$ cat config.mk
export PLATFORM = sky130hd
export DESIGN_NAME = vga_pixel_capture
export DESIGN_NICKNAME = d
export VERILOG_FILES = /design/src/rtl/vga_pixel_capture.sv
export SDC_FILE = /design/constraint.sdc
export NUM_CORES = 1
export LEC_CHECK = 0
export BUFFER_PORTS_ARGS = -buffer_cell sky130_fd_sc_hd__buf_4
export CELL_PAD_IN_SITES_DETAIL_PLACEMENT = 2
export CELL_PAD_IN_SITES_GLOBAL_PLACEMENT = 2
export CORE_MARGIN = 3
export CORE_UTILIZATION = 43
export DETAILED_ROUTE_END_ITERATION = 10
export PLACE_DENSITY = 0.93
export SYNTH_ARGS = -nofsm -noshare
export SYNTH_HDL_FRONTEND = slang
export SYNTH_SLANG_ARGS = --single-unit
export TNS_END_PERCENT = 20
$ cat constraint.sdc
create_clock -name pixel_clk_2x -period 2.9 [get_ports pixel_clk_2x]
set_input_delay 0.725 -clock pixel_clk_2x [delete_from_list [all_inputs] [get_ports pixel_clk_2x]]
set_output_delay 0.725 -clock pixel_clk_2x [all_outputs]
set_load 0.005 [all_outputs]
$ cat src/rtl/vga_pixel_capture.sv
// Purpose: rebuilds 24-bit pixels from the 2x-rate half-pixel bus, half phase aligned to hsync.
// Latency: B half sampled at the pins on edge k -> pixel_valid/pixel_data after edge k+2.
// Backpressure: none; free-running capture, a pixel is emitted every 2nd cycle while locked.
// Ports: pixel_clk_2x/reset_n clock and async active-low reset; hsync/vsync/vga_in capture
//        inputs; err_clr clears phase_err; pixel_data/pixel_valid/x_count/y_count pixel stream;
//        frame_start vsync pulse; locked/phase_err alignment status.
module vga_pixel_capture #(
    parameter int SKEW       = 1,
    parameter int LOCK_LINES = 4,
    parameter int X_BITS     = 10,
    parameter int Y_BITS     = 10
) (
    input  logic              pixel_clk_2x,
    input  logic              reset_n,
    input  logic              hsync,
    input  logic              vsync,
    input  logic [11:0]       vga_in,
    input  logic              err_clr,
    output logic [23:0]       pixel_data,
    output logic              pixel_valid,
    output logic [X_BITS-1:0] x_count,
    output logic [Y_BITS-1:0] y_count,
    output logic              frame_start,
    output logic              locked,
    output logic              phase_err
);
    typedef enum logic [1:0] {UNLOCKED, LOCKING, LOCKED} state_t;

    localparam logic [1:0]        SKEW_LD = (SKEW > 0) ? 2'(SKEW - 1) : 2'd0;
    localparam logic [3:0]        LOCK_N  = 4'(LOCK_LINES);
    localparam logic [X_BITS-1:0] X_MAX   = '1;

    logic              hsync_q, hsync_q2, vsync_q, vsync_q2;
    logic [11:0]       vga_q;
    logic              hs_rise, vs_rise;
    logic              skew_pend;
    logic [1:0]        skew_cnt;
    logic              align, slip, consistent;
    logic              phase;   // 1: the current vga_q word is expected to be the B half
    logic              is_a;
    logic [11:0]       hi;
    logic              asm_vld;
    logic [23:0]       asm_dat;
    logic [X_BITS-1:0] asm_x, x_nxt;
    state_t            state;
    logic [3:0]        lock_cnt;

    // Input stage plus a second sync register for edge detection.
    always_ff @(posedge pixel_clk_2x or negedge reset_n) begin
        if (!reset_n) begin
            hsync_q  <= 1'b0;
            hsync_q2 <= 1'b0;
            vsync_q  <= 1'b0;
            vsync_q2 <= 1'b0;
            vga_q    <= 12'd0;
        end else begin
            hsync_q  <= hsync;
            hsync_q2 <= hsync_q;
            vsync_q  <= vsync;
            vsync_q2 <= vsync_q;
            vga_q    <= vga_in;
        end
    end

    assign hs_rise = hsync_q & ~hsync_q2;
    assign vs_rise = vsync_q & ~vsync_q2;

    // SKEW-deep delay from the hsync edge to the word that must be taken as A.
    // A new edge while the delay is pending simply re-arms it.
    always_ff @(posedge pixel_clk_2x or negedge reset_n) begin
        if (!reset_n) begin
            skew_pend <= 1'b0;
            skew_cnt  <= 2'd0;
        end else if (hs_rise && SKEW > 0) begin
            skew_pend <= 1'b1;
            skew_cnt  <= SKEW_LD;
        end else if (skew_pend) begin
            if (skew_cnt == 2'd0) skew_pend <= 1'b0;
            else                  skew_cnt  <= skew_cnt - 2'd1;
        end
    end

    always_comb begin
        if (SKEW == 0) align = hs_rise;
        else           align = skew_pend && (skew_cnt == 2'd0) && !hs_rise;
    end

    // Edges are judged at the alignment point against the free-running phase.
    assign slip       = align & phase;
    assign consistent = align & ~phase;
    assign is_a       = align | ~phase;

    // Half assembly and output register stage. An alignment word is always an A,
    // which also drops any A half left waiting from the old phase.
    always_ff @(posedge pixel_clk_2x or negedge reset_n) begin
        if (!reset_n) begin
            phase       <= 1'b0;
            hi          <= 12'd0;
            asm_vld     <= 1'b0;
            asm_dat     <= 24'd0;
            asm_x       <= '0;
            x_nxt       <= '0;
            pixel_valid <= 1'b0;
            pixel_data  <= 24'd0;
            x_count     <= '0;
        end else begin
            phase   <= is_a;
            asm_vld <= 1'b0;
            if (is_a) begin
                hi <= vga_q;
                if (align) x_nxt <= '0;
            end else if (locked) begin
                asm_vld <= 1'b1;
                asm_dat <= {hi, vga_q};
                asm_x   <= x_nxt;
                if (x_nxt != X_MAX) x_nxt <= x_nxt + 1'b1;
            end
            pixel_valid <= asm_vld;
            if (asm_vld) begin
                pixel_data <= asm_dat;
                x_count    <= asm_x;
            end
        end
    end

    // Line/frame position; a vsync edge wins over a coincident hsync edge.
    always_ff @(posedge pixel_clk_2x or negedge reset_n) begin
        if (!reset_n) begin
            frame_start <= 1'b0;
            y_count     <= '0;
        end else begin
            frame_start <= vs_rise;
            if (vs_rise)      y_count <= '0;
            else if (hs_rise) y_count <= y_count + 1'b1;
        end
    end

    // Lock tracking. A slip while locked is sticky in phase_err and beats err_clr.
    always_ff @(posedge pixel_clk_2x or negedge reset_n) begin
        if (!reset_n) begin
            state     <= UNLOCKED;
            lock_cnt  <= 4'd0;
            locked    <= 1'b0;
            phase_err <= 1'b0;
        end else begin
            if (err_clr) phase_err <= 1'b0;
            case (state)
                UNLOCKED: begin
                    if (align) begin
                        lock_cnt <= 4'd1;
                        if (LOCK_N == 4'd1) begin
                            state  <= LOCKED;
                            locked <= 1'b1;
                        end else begin
                            state <= LOCKING;
                        end
                    end
                end
                LOCKING: begin
                    if (slip) begin
                        lock_cnt <= 4'd1;
                    end else if (consistent) begin
                        lock_cnt <= lock_cnt + 4'd1;
                        if (lock_cnt + 4'd1 >= LOCK_N) begin
                            state  <= LOCKED;
                            locked <= 1'b1;
                        end
                    end
                end
                LOCKED: begin
                    if (slip) begin
                        phase_err <= 1'b1;
                        state     <= LOCKING;
                        lock_cnt  <= 4'd1;
                        locked    <= 1'b0;
                    end
                end
                default: begin
                    state  <= UNLOCKED;
                    locked <= 1'b0;
                end
            endcase
        end
    end
endmodule

Word level (Yosys, flattened, before mapping):

Cells that the tools add are included.

* register bits: 131
* latch bits: 0
* memory bits (writable): 0
* bits in read-only memories: 0
* bits of input ports: 17
* word-level logic and storage cells: 97
* memories kept: 0

* add/sub/neg operators: 4
* $mul: 0
* divide/modulo/power cells: 0
* order comparisons: 1
* equality and inequality tests: 11
* shifts and indexed selects: 0
* muxes and demuxes: 33
* bitwise operators: 10
* reductions and logical operators: 16

Operators with widths (count)
* $mux W10: 6
* $add A10 B1 Y10 const B: 2
* $mux W2: 8
* $mux W4: 4
* $ne A2 B2 Y1 const B: 7
* $mux W1: 12
* $pmux W4 S3: 1
* $ne A10 B10 Y1 const B: 1
* $reduce_and A5 Y1: 2
* $reduce_bool A2 Y1: 4
* $pmux W2 S3: 1
* $not A1 Y1: 5
* $add A4 B1 Y4 const B: 1
* $and A1 B1 Y1: 4
* $ge A4 B3 Y1 const B: 1
* $logic_not A2 Y1: 2
* $reduce_and A2 Y1: 2
* $reduce_and A4 Y1: 1
* $ne A3 B3 Y1 const B: 1
* $pmux W1 S3: 1
* $reduce_and A3 Y1: 1
* $reduce_bool A3 Y1: 1
* $eq A2 B1 Y1 const B: 1
* $eq A2 B2 Y1 const B: 1
* 4 further kinds: 5

Longest topological paths before layout:

Gate-level depths: netlist of the first run.

* depth in word-level cells: 8
* mapped depth: 6
* gate-level depth less buffers: 6

Least setup slack after synthesis of the first run:

No wires, ideal clock.

* path type: reg-to-reg
* from: reg skew_cnt[0]
* to: reg asm_dat[14]
* library setup time: 128 ps
* data arrival time: 1435 ps
* data required time: 2772 ps
* slack: 1337 ps
* cell stages (with the launch flop): 7
* cell sequence: dfrtp_1 -> inv_1 -> ha_1 -> nand3_2 -> nand2_2 -> buf_2 -> mux2_1

* cells in the longest elaborated chain, start to end: 6

Ends and longest elaborated chain
* start, declared: RTL line 37 `logic [1:0] skew_cnt;`
* start signal, assigned: RTL line 79 `else skew_cnt <= skew_cnt - 2'd1;`
* $logic_not A2 Y1: RTL line 85 `else align = skew_pend && (skew_cnt == 2'd0) && !hs_rise;`
* $logic_and A1 B1 Y1 (2 in series): RTL line 85
* $or A1 B1 Y1: RTL line 91 `assign is_a = align | ~phase;`
* $not A1 Y1 (no source line)
* $reduce_and A2 Y1 (no source line)
* end signal, assigned: RTL line 114 `asm_dat <= {hi, vga_q};`
* end, declared: RTL line 43 `logic [23:0] asm_dat;`

Every way passes these cells.
A chain may end at the register's enable or synchronous reset.

Final worst setup path of the first run:

* from: reg skew_cnt[0]
* to: reg asm_dat[1]

The elaborated chain is that of the path after synthesis.

==> insert_results.sql, run 1 <==
INSERT INTO impl_metrics (metric_group, metric, value, unit) VALUES
('grt', 'grt_pass1_wl', '23200', 'µm'),
('floorplan', 'initial_core_util', '44.3', '%'),
('drt', 'remaining_drc_errors', '0', ''),
('placement', 'post-place-ws', '0.682', 'ns'),
('logic_synthesis', 'netlist_instances', '361', ''),
('floorplan', 'design.core.area', '11500', 'µm²'),
('cells_and_area', 'ff_latch_area', '3280', 'µm²'),
('cells_and_area', 'design.final.nets', '454', ''),
('pwr', 'worst_ir_drop_on_vdd', '528', 'µV'),
('worst_setup_path', 'critical_path_required', '3.18', 'ns'),
('grt', 'grt_antenna_before_repair', '0', ''),
('placement', 'placer_congestion_estimate', '0.752', ''),
('cts', 'cts-htree-levels', '4', ''),
('sta', 'worst_setup_skew_after_layout', '0.0159', 'ns'),
('worst_setup_path', 'crit_type', 'reg2reg', ''),
('sta', 'tns', '0', 'ns'),
('logic_synthesis', 'seq_area_frac_synth', '64.3', '%'),
('sta', 'finalSetupViolations', '0', ''),
('worst_setup_path', 'worst_r2r_endpoint', 'asm_dat[1]', ''),
('cts', 'postCtsSetupBuffers', '0', ''),
('worst_setup_path', 'critical_path.reg2reg.startpoint', 'skew_cnt[0]', ''),
('drt', 'drt-vias-per-instance', '5.49', ''),
('worst_setup_path', 'reg2regPathDepth', '5', ''),
('cts', 'cts.hold.buffers_added', '0', ''),
('placement', 'hpwl', '9030', 'µm'),
('floorplan', 'num_rows', '39', ''),
('logic_synthesis', 'yosys_most_used_dff', 'sky130_fd_sc_hd__dfrtp_1', ''),
('grt', 'grt_max_degree', '47', ''),
('placement', 'io_buf_count', '64', ''),
('cells_and_area', 'num_antenna_cells', '0', ''),
('pwr', 'powerDensity', '996', 'nW/µm²'),
('floorplan', 'chipWidth', '115', 'µm'),
('worst_setup_path', 'worst_setup_path_start_kind', 'register', ''),
('logic_synthesis', 'ys.warnings.count', '0', ''),
('cts', 'cts.sinks', '131', ''),
('sta', 'finalHoldViolations', '0', ''),
('min_path', 'holdCritPathClass', 'in2async', ''),
('worst_setup_path', 'r2r_setup_slack', '0.66', 'ns'),
('logic_synthesis', 'post_synth_main_area_contributors', 'sky130_fd_sc_hd__dfrtp_1 (64%), sky130_fd_sc_hd__mux2_1 (11%), sky130_fd_sc_hd__mux2_2 (6.6%)', ''),
('drt', 'number_of_nets_with_antenna_violations_after_routing', '0', ''),
('logic_synthesis', 'synth_commonest_cells', 'sky130_fd_sc_hd__dfrtp_1 (131), sky130_fd_sc_hd__mux2_1 (50), sky130_fd_sc_hd__mux2_2 (30)', ''),
('cts', 'tritoncts', 'done', ''),
('grt', 'first_global_vias', '3855', ''),
('logic_synthesis', 'yosysUniqueCellTypes', '50', ''),
('sta', 'slew_headroom', '38.1', '%'),
('floorplan', 'ios', '65', ''),
('sta', 'measured_slew_at_the_worst_slew_check_pin', '0.926', 'ns'),
('cells_and_area', 'drive_above_1_share', '30.0', '%'),
('logic_synthesis', 'syn_area_per_cell', '14.1', 'µm²'),
('logic_synthesis', 'post-synth-top-count-cell', 'sky130_fd_sc_hd__dfrtp_1', ''),
('flow_run', 'max-cap-violations', '0', ''),
('grt', 'overall_routing_resource_usage', '24.0', '%'),
('sta', 'rsz_0062_raised_after_global_routing', 'no', ''),
('floorplan', 'die_footprint', '13200', 'µm²'),
('logic_synthesis', 'syn-cell-area', '5100', 'µm²'),
('outcome', 'outcome', 'finished, final reports clean', ''),
('worst_setup_path', 'worst-endpoint-arrival', '2.53', 'ns'),
('sta', 'finalMaxSlewViolations', '0', ''),
('drt', 'iteration_0_drc_markers', '124', ''),
('cts', 'ctsResizeCount', '0', ''),
('drt', 'detail_route.first_pass.iterations', '4', ''),
('drt', 'finalWirelength', '14700', 'µm'),
('logic_synthesis', 'async_set_or_reset_flop_fraction_in_the_synthesized_netlist', '100', '%'),
('floorplan', 'dieHeight', '115', 'µm'),
('logic_synthesis', 'synth_enable_flop_cells', '0', ''),
('grt', 'globalRouteOverflowTotal', '0', ''),
('cells_and_area', 'num-fill-cells', '1060', ''),
('drt', 'vias', '3233', ''),
('logic_synthesis', 'postSynthRegisterBits', '131', ''),
('sta', 'final.min_clock_period', '2.24', 'ns'),
('cts', 'clock_insertion_delay_worst_skew', '0.42', 'ns');
## cells in the final DEF, fill, tap and decap left out, drive strengths merged, types with 3 or more instances in the layout
cell and count:
nand2 14, xor2 10, nand4 4, clkinv 7
ha 4, o21ai 5, dfrtp 131, nor2b 3
nor2 19, nor3 3, nand2b 4, bufinv 3
nand3 10, inv 11, or3 3, mux2 80
o211ai 4, a21oi 10, buf 67, clkbuf 19
xnor2 3
## worst max path at each step
stage | endpoint | slack, ns | from
floorplan | asm_dat[14] | 1.34 | skew_cnt[0]
global placement | asm_dat[3] | 0.84 | phase
detailed placement | asm_dat[1] | 0.68 | phase
CTS | asm_dat[1] | 0.62 | skew_cnt[0]
global route | asm_dat[4] | 0.53 | skew_cnt[0]
finish | asm_dat[1] | 0.66 | skew_cnt[0]
## worst max-delay path: stages, from the launching register on
cell	delay, ns
sky130_fd_sc_hd__dfrtp_1	0.38
sky130_fd_sc_hd__inv_1	0.10
sky130_fd_sc_hd__ha_1	0.22
sky130_fd_sc_hd__nand3_2	0.22
sky130_fd_sc_hd__nand2_2	0.75
sky130_fd_sc_hd__mux2_1	0.43
## report_power, final
part	switching (mW)	leakage [nW]	total (mW)	internal, mW
Clock	0.825	0.291	2.18	1.35
Combinational	0.629	1.01	1.38	0.753
Sequential	0.421	1.63	2.75	2.33
Total	1.87	2.93	6.31	4.43
## cells by family after synthesis
kind of cell               after synthesis  synth area share [%]
DFF                                    131                  64.3
muxes                                   82                  18.1
and+or+nand+nor                         72                  7.53
AOI/OAI and AO/OA                       36                  5.03
buffers and inverters                   23                  1.91
xor gates and xnor gates                13                  2.23
adders and majority gates                4                 0.981
## cell type report
type	instances	area share (%)
timing repair buffer	67	8.33
tap	143	2.82
clock buffer	19	6.83
clock inverter	13	2.49
multi-input combinational	207	27.2
sequential	131	51.7
inverter	9	0.533
## flip-flops by register name (all words and copies together) (netlist names), 2 cells and up
register    count
asm_dat        24
y_count        10
skew_cnt        2
lock_cnt        4
x_nxt          10
state           2
hi             12
x_count        10
asm_x          10
vga_q          12
pixel_data     24
## stage by stage
stage | cell area [µm²] | utilization [%] | cells | hold slack, ns
after global routing | 6330 | 55.0 | 589 | 0.363
final | 6330 | 55.0 | 589 | 0.329
after CTS | 6330 | 55.0 | 589 | 0.340
after global placement | 5740 | 49.9 | 557 | 0.355
after detailed placement | 5740 | 49.9 | 557 | 0.367
after floorplan | 5100 | - | 361 | 0.347
## metal layers
layer  up-vias  global-route usage [%]  share of wire, %
met1      1704                    27.1                40
li1       1425                       -                 -
met2        79                    43.6                55
met5         -                       0                 0
met4         0                    10.4               2.8
met3        25                    4.95               2.8
No activity file was read; power rests on OpenSTA's default activity.
==> inputs of run 2 (changes only) <==
- ABC_AREA: unset -> 1
- CORE_UTILIZATION: 43 -> 37
- PLACE_DENSITY: 0.93 -> 0.89
- clock period: 2.9 -> 2.25 ns (I/O delays scaled with it)
==> insert_results.sql, run 2 <==
INSERT INTO impl_metrics (metric_group, metric, value, unit) VALUES
('worst_setup_path', 'critical_path_required', '2.55', 'ns'),
('drt', 'drt-wirelength-per-cell', '21.9', 'µm'),
('logic_synthesis', 'synth_top_family_by_area', 'simple AND/OR/NAND/NOR gates', ''),
('sta', 'rsz_0062_raised_after_global_routing', 'no', ''),
('pwr', 'design_power_total', '7.10', 'mW'),
('drt', 'remaining_drc_errors', '0', ''),
('placement', 'post-place-ws', '0.247', 'ns'),
('sta', 'post-route-period-util', '90.3', '%'),
('logic_synthesis', 'synth_adder_area_share', '0.952', '%'),
('placement', 'placer_congestion_estimate', '0.836', ''),
('cts', 'cts.sinks', '131', ''),
('worst_setup_path', 'crit_type', 'reg2reg', ''),
('drt', 'iteration_0_drc_markers', '218', ''),
('worst_setup_path', 'worst_setup_path_start_kind', 'register', ''),
('floorplan', 'dieHeight', '125', 'µm'),
('pwr', 'powerDensity', '1080', 'nW/µm²'),
('cts', 'tritoncts', 'done', ''),
('logic_synthesis', 'async_set_or_reset_flop_fraction_in_the_synthesized_netlist', '100', '%'),
('logic_synthesis', 'post_synth_main_area_contributors', 'sky130_fd_sc_hd__dfrtp_1 (62%), sky130_fd_sc_hd__nand2_1 (11%), sky130_fd_sc_hd__mux2_2 (7.3%)', ''),
('drt', 'drt-vias-per-instance', '5.21', ''),
('outcome', 'outcome', 'finished, final reports clean', ''),
('sta', 'measured_slew_at_the_worst_slew_check_pin', '0.544', 'ns'),
('floorplan', 'design.core.area', '13600', 'µm²'),
('sta', 'final.min_clock_period', '2.03', 'ns'),
('sta', 'fmax', '0.492', 'GHz'),
('floorplan', 'chipWidth', '125', 'µm'),
('cts', 'clock-root-buffer', 'sky130_fd_sc_hd__clkbuf_16', ''),
('logic_synthesis', 'seq_area_frac_synth', '62.3', '%'),
('cts', 'clock_insertion_delay_worst_skew', '0.43', 'ns'),
('logic_synthesis', 'netlist_instances', '525', ''),
('min_path', 'holdCritPathClass', 'in2async', ''),
('logic_synthesis', 'synth_commonest_cells', 'sky130_fd_sc_hd__nand2_1 (157), sky130_fd_sc_hd__dfrtp_1 (131), sky130_fd_sc_hd__inv_1 (52)', ''),
('floorplan', 'ios', '65', ''),
('cts', 'clock_buffers_created_by_tritoncts', '17', ''),
('sta', 'finalMaxSlewViolations', '0', ''),
('sta', 'slew_headroom', '63.4', '%'),
('placement', 'dp.cells', '758', ''),
('drt', 'number_of_nets_with_antenna_violations_after_routing', '0', ''),
('worst_setup_path', 'r2r_setup_slack', '0.22', 'ns'),
('cells_and_area', 'layout.cells.most_common', 'sky130_fd_sc_hd__nand2_1', ''),
('logic_synthesis', 'muxShareOfSynthArea', '7.28', '%'),
('logic_synthesis', 'yosys.area_share.xor_xnor', '0.167', '%'),
('sta', 'setup_slack', '0.219', 'ns'),
('worst_setup_path', 'worst-path-max-fanout', '11', ''),
('sta', 'finalHoldViolations', '0', ''),
('logic_synthesis', 'post_synth_net_total', '546', ''),
('cells_and_area', 'final_cell_mix', 'sky130_fd_sc_hd__nand2_1 (157), sky130_fd_sc_hd__dfrtp_1 (131), sky130_fd_sc_hd__buf_4 (71), sky130_fd_sc_hd__inv_1 (52), sky130_fd_sc_hd__mux2_2 (34)', ''),
('grt', 'grt_max_degree', '48', ''),
('grt', 'grt_antenna_before_repair', '0', ''),
('cells_and_area', 'areaGrowthSynthToFinish', '25.1', '%'),
('logic_synthesis', 'yosys_most_used_dff', 'sky130_fd_sc_hd__dfrtp_1', ''),
('cts', 'cts.hold.buffers_added', '0', ''),
('drt', 'finalWirelength', '17300', 'µm'),
('logic_synthesis', 'syn-cell-area', '5260', 'µm²'),
('cells_and_area', 'num-fill-cells', '1398', ''),
('logic_synthesis', 'synthDominantAreaCellType', 'sky130_fd_sc_hd__dfrtp_1', ''),
('cts', 'cts_max_path_buffers', '2', ''),
('cells_and_area', 'drive_above_1_share', '23.8', '%'),
('cts', 'postCtsSetupBuffers', '0', ''),
('sta', 'finalSetupViolations', '0', ''),
('cells_and_area', 'reg_top3', 'asm_dat x24, pixel_data x24', ''),
('cts', 'cts.reportedPaths.clkPinSlew', '0.06', 'ns'),
('pwr', 'worst_ir_drop_on_vdd', '593', 'µV'),
('logic_synthesis', 'post_synth_and_or_nand_nor_area_fraction', '18.3', '%'),
('logic_synthesis', 'synth_enable_flop_cells', '0', ''),
('sta', 'tns', '0', 'ns'),
('cts', 'cts-htree-levels', '4', ''),
('floorplan', 'die_footprint', '15700', 'µm²'),
('logic_synthesis', 'postSynthRegisterBits', '131', ''),
('drt', 'vias', '4117', ''),
('logic_synthesis', 'syn_area_per_cell', '10.0', 'µm²'),
('logic_synthesis', 'synth_compound_area_share', '5.45', '%'),
('sta', 'fin_worst_hold_slack', '0.0945', 'ns'),
('pwr', 'static-leakage-power', '3.40', 'nW'),
('sta', 'worst_setup_skew_after_layout', '0.0118', 'ns'),
('logic_synthesis', 'yosysUniqueCellTypes', '27', ''),
('floorplan', 'num_rows', '42', ''),
('grt', 'overall_routing_resource_usage', '23.0', '%'),
('logic_synthesis', 'post-synth-top-count-cell', 'sky130_fd_sc_hd__nand2_1', ''),
('grt', 'first_global_vias', '4894', ''),
('worst_setup_path', 'endpoint_kind', 'register', ''),
('drt', 'detail_route.first_pass.iterations', '4', ''),
('placement', 'hpwl', '10700', 'µm'),
('flow_run', 'max-cap-violations', '0', ''),
('cells_and_area', 'final_cell_count_no_fill', '790', ''),
('cells_and_area', 'design.final.nets', '622', ''),
('floorplan', 'initial_core_util', '38.8', '%'),
('logic_synthesis', 'ys.warnings.count', '0', ''),
('logic_synthesis', 'synth_top_cell_area_share', '62.3', '%'),
('grt', 'grt_pass1_wl', '28000', 'µm'),
('placement', 'io_buf_count', '64', ''),
('cts', 'ctsResizeCount', '0', ''),
('grt', 'globalRouteOverflowTotal', '0', ''),
('cells_and_area', 'num_antenna_cells', '0', ''),
('worst_setup_path', 'worst-endpoint-arrival', '2.33', 'ns');
==> run 2: kinds of logic (layout without fill, tap and decap cells) <==
family / Yosys count / in the layout
AO/OA/AOI/OAI: 55 / 55
XOR/XNOR: 1 / 1
adder cells (fa/ha/maj): 4 / 4
buffers and inverters: 70 / 159
flip-flops: 131 / 131
multiplexers: 34 / 34
AND/OR/NAND/NOR: 230 / 230
==> run 2: cell type report <==
| type | count | area, µm² | area share, % |
|---|---|---|---|
| repair buffers | 73 | 573 | 8.71 |
| clock buffers | 23 | 488 | 7.42 |
| multi-input cells | 324 | 1690 | 25.7 |
| flip-flops and latches | 131 | 3280 | 49.8 |
| clock inverters | 9 | 126 | 1.92 |
| inverters | 54 | 203 | 3.08 |
| well taps | 176 | 220 | 3.35 |
==> run 2: layer usage <==
metal,wire [µm],part of all wire (%),global-route usage (%),vias to the layer above
met4,517,3.0,10.6,0
li1,-,-,-,1837
met3,552,3.2,5.16,36
met2,9390,54,41.3,87
met1,6810,39,26.0,2157
met5,0,0,0,-
==> run 2: worst max-delay path, stage by stage, from the launching register on <==
cell and delay (ns):
sky130_fd_sc_hd__dfrtp_1 0.45, sky130_fd_sc_hd__ha_1 0.24, sky130_fd_sc_hd__nand3_1 0.15, sky130_fd_sc_hd__nor2_4 0.21
sky130_fd_sc_hd__nand4_1 0.20, sky130_fd_sc_hd__nand2_2 0.27, sky130_fd_sc_hd__nand2_2 0.19, sky130_fd_sc_hd__nand2_1 0.10
sky130_fd_sc_hd__nand2_1 0.09
==> run 2: path summary, 6_finish.rpt <==
kind	endpoint	start	cells after the start
worst max-delay path	x_nxt[5]	x_nxt[0]	8
min in group pixel_clk_2x	vga_q[9]	vga_in[9]	1
worst min register to register	vsync_q2	vsync_q	0
max in group asynchronous	vga_q[8]	reset_n	2
worst min-delay path	y_count[5]	reset_n	1
worst max register to register	x_nxt[5]	x_nxt[0]	8
==> run 2: through the flow <==
stage               util, %  instance area, µm²
floorplan                 -                5260
global placement       44.0                5960
detailed placement     44.0                5960
CTS                    48.5                6580
global route           48.5                6580
finish                 48.5                6580
==> run 2: where the power goes <==
part           leakage, nW  switching, mW  total [mW]  internal, mW
clock network        0.303           1.06        2.91          1.85
registers             1.73          0.305        3.06          2.76
logic                 1.37          0.649        1.13         0.483
==> inputs of run 3 (changes only) <==
- GPL_TIMING_DRIVEN: unset -> 0
==> insert_results.sql, run 3 (same netlist as run 2, synthesis figures left out) <==
INSERT INTO impl_metrics (metric_group, metric, value, unit) VALUES
('worst_setup_path', 'r2r_setup_slack', '0.16', 'ns'),
('drt', 'iteration_0_drc_markers', '283', ''),
('pwr', 'static-leakage-power', '3.41', 'nW'),
('cts', 'clock-root-buffer', 'sky130_fd_sc_hd__clkbuf_16', ''),
('worst_setup_path', 'worst-endpoint-arrival', '2.35', 'ns'),
('min_path', 'holdCritPathClass', 'in2async', ''),
('grt', 'globalRouteOverflowTotal', '0', ''),
('sta', 'final.min_clock_period', '2.09', 'ns'),
('worst_setup_path', 'critical_path_required', '2.51', 'ns'),
('cts', 'cts.hold.buffers_added', '0', ''),
('worst_setup_path', 'critical_path_depth', '8', ''),
('sta', 'fmax', '0.478', 'GHz'),
('pwr', 'worst_ir_drop_on_vdd', '549', 'µV'),
('sta', 'finalSetupViolations', '0', ''),
('outcome', 'outcome', 'finished, final reports clean', ''),
('drt', 'detail_route.first_pass.iterations', '4', ''),
('drt', 'drt-wirelength-per-cell', '22.1', 'µm'),
('cts', 'cts_max_path_buffers', '2', ''),
('floorplan', 'num_rows', '42', ''),
('grt', 'grt_antenna_before_repair', '0', ''),
('sta', 'finalHoldViolations', '0', ''),
('drt', 'drt-vias-per-instance', '5.23', ''),
('worst_setup_path', 'endpoint_kind', 'register', ''),
('drt', 'remaining_drc_errors', '0', ''),
('worst_setup_path', 'worst_r2r_endpoint', 'hi[4]', ''),
('sta', 'finalMaxSlewViolations', '0', ''),
('worst_setup_path', 'critPathMaxStageDelay', '0.52', 'ns'),
('floorplan', 'design.core.area', '13600', 'µm²'),
('worst_setup_path', 'worst_setup_path_start_kind', 'register', ''),
('cells_and_area', 'areaGrowthSynthToFinish', '25.7', '%'),
('cts', 'clock_buffers_created_by_tritoncts', '17', ''),
('floorplan', 'chipWidth', '125', 'µm'),
('grt', 'overall_routing_resource_usage', '24.0', '%'),
('floorplan', 'ios', '65', ''),
('cells_and_area', 'design.final.nets', '630', ''),
('drt', 'vias', '4175', ''),
('grt', 'grt_pass1_wl', '28900', 'µm'),
('floorplan', 'dieHeight', '125', 'µm'),
('worst_setup_path', 'worstPathCellList', 'inv_1, ha_1, nand2_1, inv_1, nand2_4, nand2_1, clkbuf_1, o21ai_0', ''),
('drt', 'number_of_nets_with_antenna_violations_after_routing', '0', ''),
('placement', 'io_buf_count', '64', ''),
('sta', 'worst_setup_skew_after_layout', '0.0114', 'ns'),
('placement', 'placer_congestion_estimate', '0.820', ''),
('grt', 'grt_max_degree', '95', ''),
('cells_and_area', 'num_antenna_cells', '0', ''),
('worst_setup_path', 'family_with_the_most_delay_on_the_worst_path', 'buffers and inverters', ''),
('floorplan', 'initial_core_util', '38.8', '%'),
('sta', 'post-route-period-util', '93.0', '%'),
('sta', 'measured_slew_at_the_worst_slew_check_pin', '0.654', 'ns'),
('pwr', 'powerDensity', '1070', 'nW/µm²'),
('cells_and_area', 'reg_top3', 'asm_dat x24, pixel_data x24', ''),
('sta', 'tns', '0', 'ns'),
('sta', 'rsz_0062_raised_after_global_routing', 'no', ''),
('cts', 'cts-htree-levels', '4', ''),
('cells_and_area', 'final_cell_mix', 'sky130_fd_sc_hd__nand2_1 (157), sky130_fd_sc_hd__dfrtp_1 (131), sky130_fd_sc_hd__buf_4 (63), sky130_fd_sc_hd__inv_1 (52), sky130_fd_sc_hd__mux2_2 (34)', ''),
('worst_setup_path', 'worst-path-buf-inv', '3', ''),
('worst_setup_path', 'crit_type', 'reg2reg', ''),
('cts', 'cts.reportedPaths.clkPinSlew', '0.06', 'ns'),
('cells_and_area', 'num-fill-cells', '1417', ''),
('drt', 'finalWirelength', '17600', 'µm'),
('worst_setup_path', 'critPathSlowestCell', 'sky130_fd_sc_hd__clkbuf_1', ''),
('pwr', 'design_power_total', '7.09', 'mW'),
('sta', 'slew_headroom', '56.4', '%'),
('grt', 'first_global_vias', '4928', ''),
('cells_and_area', 'drive_above_1_share', '24.3', '%'),
('flow_run', 'max-cap-violations', '0', ''),
('worst_setup_path', 'critical_path.reg2reg.startpoint', 'skew_cnt[1]', ''),
('cts', 'clock_insertion_delay_worst_skew', '0.43', 'ns'),
('floorplan', 'die_footprint', '15700', 'µm²'),
('cts', 'cts.sinks', '131', ''),
('worst_setup_path', 'reg2regPathDepth', '8', ''),
('placement', 'hpwl', '10300', 'µm'),
('cts', 'tritoncts', 'done', ''),
('worst_setup_path', 'worst-path-max-fanout', '10', ''),
('cts', 'postCtsSetupBuffers', '0', ''),
('cells_and_area', 'layout.cells.most_common', 'sky130_fd_sc_hd__nand2_1', ''),
('cts', 'ctsResizeCount', '0', '');
## run 3: changes by cell type in the layout (fill, tap and decap cells not counted)
cell / delta
sky130_fd_sc_hd__buf_2: +10
sky130_fd_sc_hd__clkbuf_8: +3
sky130_fd_sc_hd__clkinvlp_4: +1
sky130_fd_sc_hd__clkbuf_1: +3
sky130_fd_sc_hd__clkinv_2: -2
sky130_fd_sc_hd__bufinv_16: -1
sky130_fd_sc_hd__buf_6: +3
sky130_fd_sc_hd__buf_16: +1
sky130_fd_sc_hd__buf_12: -2
sky130_fd_sc_hd__buf_4: -8
## run 3: area by class of cell
cell class	instances	area (µm²)	share of cell area (%)
flip-flops and latches	131	3280	49.6
multi-input cells	324	1690	25.6
clock buffers	25	526	7.95
repair buffers	65	512	7.74
well taps	176	220	3.33
inverters	54	203	3.07
clock inverters	7	93.8	1.42
plain buffers	16	87.6	1.33
## run 3: where the power goes
group	total [mW]	internal (mW)	switching [mW]
registers	3.05	2.76	0.293
logic	1.15	0.489	0.663
clock network	2.89	1.84	1.06
total	7.09	5.08	2.01
## run 3: per-layer routing
layer  track usage [%]  up-vias  part of all wire (%)
met5                 0        -                     0
li1                  -     1864                     -
met3              5.20       28                   3.6
met2              44.7       91                    55
met1              27.0     2192                    40
met4              8.23        0                   1.8
## run 3: how the worst max path moves through the flow
| stage | start | to | slack [ns] |
|---|---|---|---|
| floorplan | skew_cnt[0] | asm_dat[17] | 0.81 |
| global placement | reset_n | asm_dat[8] | 0.16 |
| detailed placement | skew_cnt[0] | hi[8] | 0.25 |
| CTS | skew_cnt[0] | hi[4] | 0.17 |
| global route | skew_cnt[0] | hi[7] | 0.02 |
| finish | skew_cnt[1] | hi[4] | 0.16 |
## run 3: through the flow
step           util, %  hold WS (ns)  worst slack [ns]  cell area [µm²]  instances
2_1_floorplan        -         0.267             0.808             5260        525
3_3_place_gp      44.0         0.361             0.158             5960        765
3_5_place_dp      44.2         0.366             0.246             5990        766
4_1_cts           48.8        0.0398             0.170             6610        798
5_1_grt           48.8        0.0513            0.0202             6610        798
6_report          48.8        0.0366             0.158             6610        798
